==> src/rtl/spi_receiver_pkg.sv <==
// Shared definitions for the SPI link: FSM state encodings used by the receiver
// (and by the sender control on the other end of the link).
package spi_receiver_pkg;

  typedef enum logic {
    IDLE = 1'b0,
    RECV = 1'b1
  } state_t;

endpackage

==> src/rtl/spi_sync_edge.sv <==
// Multi-stage synchronizer for an async level with single-cycle rise/fall
// detection on the synchronized output; reset value is a parameter.
module spi_sync_edge #(
  parameter int   STAGES  = 2,
  parameter logic RST_VAL = 1'b0
) (
  input  logic clk,
  input  logic rst_in,
  input  logic din,
  output logic level,
  output logic rise,
  output logic fall
);

  logic [STAGES-1:0] sync;
  logic              dly;

  always_ff @(posedge clk) begin
    if (rst_in) begin
      sync <= {STAGES{RST_VAL}};
      dly  <= RST_VAL;
    end else begin
      sync <= {sync[STAGES-2:0], din};
      dly  <= sync[STAGES-1];
    end
  end

  assign level = sync[STAGES-1];
  assign rise  = level & ~dly;
  assign fall  = ~level & dly;

endmodule

==> src/rtl/spi_receiver.sv <==
// SPI mode-0 slave receiver, MSB first, oversampled on clk. Words go out through
// a one-deep valid/ready holder; overrun and truncated frames raise 1-cycle pulses.
module spi_receiver #(
  parameter int DATA_W      = 8,
  parameter int SYNC_STAGES = 2
) (
  input  logic              clk,
  input  logic              rst_in,
  input  logic              spi_sck_in,
  input  logic              spi_cs_n_in,
  input  logic              spi_mosi_in,
  output logic [DATA_W-1:0] rx_data,
  output logic              rx_valid,
  input  logic              rx_ready,
  output logic              rx_overrun,
  output logic              frame_err,
  output logic              busy
);

  import spi_receiver_pkg::*;

  localparam int CNT_W = (DATA_W > 2) ? $clog2(DATA_W) : 1;
  localparam logic [CNT_W-1:0] LAST_BIT = CNT_W'(DATA_W - 1);

  logic sck_lvl, sck_rise, sck_fall;
  logic cs_lvl, cs_rise, cs_fall;
  logic [SYNC_STAGES-1:0] mosi_sync;
  logic mosi_s;

  // cs_n resets to 0 so a chip select already low at reset never looks like a new frame
  spi_sync_edge #(.STAGES(SYNC_STAGES), .RST_VAL(1'b0)) u_sck_sync (
    .clk   (clk),
    .rst_in(rst_in),
    .din   (spi_sck_in),
    .level (sck_lvl),
    .rise  (sck_rise),
    .fall  (sck_fall)
  );

  spi_sync_edge #(.STAGES(SYNC_STAGES), .RST_VAL(1'b0)) u_cs_sync (
    .clk   (clk),
    .rst_in(rst_in),
    .din   (spi_cs_n_in),
    .level (cs_lvl),
    .rise  (cs_rise),
    .fall  (cs_fall)
  );

  wire unused_ok = &{1'b0, sck_lvl, sck_fall, cs_lvl};

  always_ff @(posedge clk) begin
    if (rst_in) mosi_sync <= '0;
    else        mosi_sync <= {mosi_sync[SYNC_STAGES-2:0], spi_mosi_in};
  end
  assign mosi_s = mosi_sync[SYNC_STAGES-1];

  state_t            state, state_nxt;
  logic [CNT_W-1:0]  bit_cnt, bit_cnt_nxt;
  logic [DATA_W-1:0] shreg, shreg_nxt;
  logic              word_done, word_done_nxt;
  logic              frame_err_nxt;

  always_ff @(posedge clk) begin
    if (rst_in) begin
      state     <= IDLE;
      bit_cnt   <= '0;
      shreg     <= '0;
      word_done <= 1'b0;
      frame_err <= 1'b0;
    end else begin
      state     <= state_nxt;
      bit_cnt   <= bit_cnt_nxt;
      shreg     <= shreg_nxt;
      word_done <= word_done_nxt;
      frame_err <= frame_err_nxt;
    end
  end

  always_comb begin
    state_nxt     = state;
    bit_cnt_nxt   = bit_cnt;
    shreg_nxt     = shreg;
    word_done_nxt = 1'b0;
    frame_err_nxt = 1'b0;
    case (state)
      IDLE: begin
        if (cs_fall) begin
          state_nxt   = RECV;
          bit_cnt_nxt = '0;
        end
      end
      RECV: begin
        // cs_n rising takes priority over a coincident sck edge
        if (cs_rise) begin
          state_nxt     = IDLE;
          frame_err_nxt = (bit_cnt != '0);
          bit_cnt_nxt   = '0;
          shreg_nxt     = '0;
        end else if (sck_rise) begin
          shreg_nxt = {shreg[DATA_W-2:0], mosi_s};
          if (bit_cnt == LAST_BIT) begin
            bit_cnt_nxt   = '0;
            word_done_nxt = 1'b1;
          end else begin
            bit_cnt_nxt = bit_cnt + 1'b1;
          end
        end
      end
      default: state_nxt = IDLE;
    endcase
  end

  // A full holder being drained this cycle can take the new word in the same cycle
  always_ff @(posedge clk) begin
    if (rst_in) begin
      rx_data    <= '0;
      rx_valid   <= 1'b0;
      rx_overrun <= 1'b0;
    end else begin
      rx_overrun <= 1'b0;
      if (word_done) begin
        if (!rx_valid || rx_ready) begin
          rx_data  <= shreg;
          rx_valid <= 1'b1;
        end else begin
          rx_overrun <= 1'b1;
        end
      end else if (rx_valid && rx_ready) begin
        rx_valid <= 1'b0;
      end
    end
  end

  assign busy = (state == RECV);

endmodule
==> config.mk <==
export PLATFORM = sky130hd
export DESIGN_NAME = spi_receiver
export DESIGN_NICKNAME = d
export VERILOG_FILES = /design/src/rtl/spi_receiver_pkg.sv /design/src/rtl/spi_sync_edge.sv /design/src/rtl/spi_receiver.sv
export SDC_FILE = /design/constraint.sdc
export NUM_CORES = 1
export LEC_CHECK = 0
export ABC_AREA = 1
export CAP_MARGIN = 0
export CORE_MARGIN = 5
export CORE_UTILIZATION = 40
export DETAILED_ROUTE_END_ITERATION = 8
export PLACE_DENSITY = 0.67
export SLEW_MARGIN = 40
export SYNTH_ARGS = -nofsm -noshare
export SYNTH_HDL_FRONTEND = slang
export SYNTH_SLANG_ARGS = --single-unit
export TNS_END_PERCENT = 5
==> constraint.sdc <==
create_clock -name clk -period 1.79 [get_ports clk]
set_input_delay 0.179 -clock clk [delete_from_list [all_inputs] [get_ports clk]]
set_output_delay 0.179 -clock clk [all_outputs]
set_load 0.02 [all_outputs]
==> flow_summary.ini <==
[floorplan]
die-area_um2 = 4250
io-pin-count = 18
die_x_um = 65.2
start_util_pct = 41.0
die_h_um = 65.2
num_rows = 20
core_um2 = 2980

[route]
vias = 923
vias_per_cell = 4.62
wl_met3_um = 130
dr.max_layer_used = met4
met1_length_um = 938
drtPass1Iterations = 4
drc = 0
dr_wl_met2_um = 918
drt_wl_total_um = 2030
wl_per_cell_um = 10.2
ant_nets = 0
drtIter0Drc = 22

[power_and_ir_drop]
p_int_w = 0.00104
p_switching_w = 0.000274
vdd_drop_max_mv = 0.406
p_leak_nw = 0.569
combPwrFrac_pct = 4.5
pwr-share-clk_pct = 40.0
swShare_pct = 20.8
power_density_nw_per_um2 = 893
pwr-share-seq_pct = 55.5

[worst_setup_path]
r2r_start = bit_cnt[0]$_SDFFE_PP0P_
cp_slowest_cell = clkdlybuf4s50_1
reg2reg_depth = 6
endpoint_kind = output port
r2r_end = bit_cnt[2]$_SDFFE_PP0P_
r2r_setup_slack_ns = 0.60
crit_fanout = 8
start_kind = flip-flop
critical_path_class = reg2out
arrival_ns = 1.39
worstPathRequired_ns = 1.61
critPathBufInv = 1
slowest_delay_ns = 0.64
path_cells = clkdlybuf4s50_1
worst_path_dominant_cell_family = buffers and inverters

[logic_synthesis]
ys_warn_count = 0
synth_nets = 154
syn_area_per_cell_um2 = 8.41
syn-cell-area_um2 = 1220
syn_inst = 145
yosys-top-cells-area = dfxtp_1, nor2_1, inv_1
synth_top_area_cell = dfxtp_1
ys_seq_area_share_pct = 52.5
synth_top_area_share_pct = 52.5
synth.distinct_cells = 20
ys_ff_latch = 32

[timing]
slew_headroom_pct = 82.4
setup-tns-final_ns = 0
period_minus_slack_ns = 1.57
max_freq_ghz = 0.636
setup_viol = 0
finalCritPeriodShare_pct = 87.8
hold_violations = 0
slew_viol_final = 0
skew_ns = 0.00517
worst_slew_pin_slew_ns = 0.264
rsz0062_at_grt = false

[placed_design]
hpwl_um = 1490
io_buffers = 17
gp_congestion = 0.750
placed_cell_area_um2 = 1400

[global_route]
grt_util_all_layers_pct = 11.1
grt_max_degree = 15
grt_overflow = 0
antenna_found_initial = 0
grt_pass1_wl_um = 3630
first_global_vias = 860

[worst_hold_path]
holdCritStartpoint = spi_mosi_in
hold_depth = 3
hold_class = in2reg
whs_endpoint = mosi_sync[0]$_SDFF_PP0_

[clocking]
clk_path_buf_depth = 2
clkTransAtPathRegs_ns = 0.09
clock_latency_ns = 0.33
clock-sinks = 32
root_buffer = clkbuf_4
postCtsHoldBufs = 0
tritoncts = yes
cts.htree.levels = 2
numCtsBuffers = 5

[finish]
layout-drive-gt1-share_pct = 10.8
diodes = 0
design_area_um2 = 1470
syn2layout_area_growth_pct = 20.8
nNetsFinal = 175

[run]
cap_violations = 0

[run_status]
status = completed
what timing repair did:
| item | in CTS | in global routing |
|---|---|---|
| buffers inserted | 0 | 0 |
| endpoints found under the hold margin | 0 | 0 |
| resized for setup | 0 | 1 |
| endpoints found under the setup margin | 0 | 1 |
cell usage in the layout, fill, tap and decap left out, drive strengths merged:
cell type	synthesis	layout
a211oi	1	1
a21oi	10	10
buf	3	2
bufinv	0	1
clkbuf	2	6
clkdlybuf4s50	0	17
clkinv	0	1
dfxtp	32	32
ha	3	3
inv	20	20
nand2	18	18
nand3	14	14
nand4	1	1
nor2	31	31
nor3	1	1
nor4	1	1
o21ai	8	8
layout make-up:
cell class              instances  area (um2)
fillers                       295        1500
flip-flops and latches         32         642
multi-input cells              88         454
repair buffers                 19         185
inverters                      20        75.1
clock buffers                   6        41.3
well taps                      33        41.3
clock inverters                 2        35.0
stage by stage:
step | utilization [%] | std cells | total power (W) | hold WS (ns) | worst slack (ns)
after floorplan | - | 145 | 0.000787 | 0.256 | 0.608
after global placement | 46.9 | 192 | 0.000805 | 0.389 | 0.431
after detailed placement | 46.9 | 192 | 0.000806 | 0.394 | 0.410
after CTS | 49.5 | 200 | 0.00133 | 0.346 | 0.0707
after global routing | 49.5 | 200 | 0.00138 | 0.353 | 0.141
final | 49.5 | 200 | 0.00132 | 0.357 | 0.218
layer usage:
layer	up-vias	global-route usage, %
met5	-	0
met4	0	5.44
met3	5	5.64
met2	18	17.7
met1	403	12.2
li1	497	-
Yosys cell counts (all sizes together):
| library cell | count |
|---|---|
| nor4 | 1 |
| clkbuf | 2 |
| a21oi | 10 |
| nand2 | 18 |
| nand3 | 14 |
| nor3 | 1 |
| a211oi | 1 |
| ha | 3 |
| nand4 | 1 |
| buf | 3 |
| nor2 | 31 |
| o21ai | 8 |
| dfxtp | 32 |
| inv | 20 |
registers in the layout (all words and copies together) (netlist names), 2 cells and up:
signal,count
rx_data,8
shreg,8
bit_cnt,3
mosi_sync,2
u_cs_sync.sync,2
u_sck_sync.sync,2
power groups by stage:
stage	clock network [W]	logic (W)	registers, W
2_1_floorplan	0	0.0000418	0.000745
3_3_place_gp	0	0.0000585	0.000746
3_5_place_dp	0	0.0000592	0.000747
4_1_cts	0.000543	0.0000598	0.000731
5_1_grt	0.000579	0.0000674	0.000733
6_report	0.000527	0.0000591	0.000731
tightest hold or removal path: cells and delay by family:
kind | cells | cell delay, ns
buf+inv | 2 | 0.44
simple gates | 1 | 0.03
cell families (layout without fill, tap and decap cells):
kind of cell	Yosys count	after routing	synth area share [%]
buffers and inverters	25	47	10.3
adders and majority gates	3	3	3.08
AOI/OAI and AO/OA	19	19	8.00
and+or+nand+nor	66	66	26.2
DFF	32	32	52.5
worst max path at each step:
stage | start | to | cells past startpoint
3_5_place_dp | rx_ready | rx_data[6]$_SDFFE_PP0P_ | 7
5_1_grt | busy$_SDFF_PP0_ | busy | 1
3_3_place_gp | rx_ready | rx_data[1]$_SDFFE_PP0P_ | 7
4_1_cts | busy$_SDFF_PP0_ | busy | 1
6_report | busy$_SDFF_PP0_ | busy | 1
2_1_floorplan | busy$_SDFF_PP0_ | bit_cnt[0]$_SDFFE_PP0P_ | 7
(Power assumes the default switching activity.)
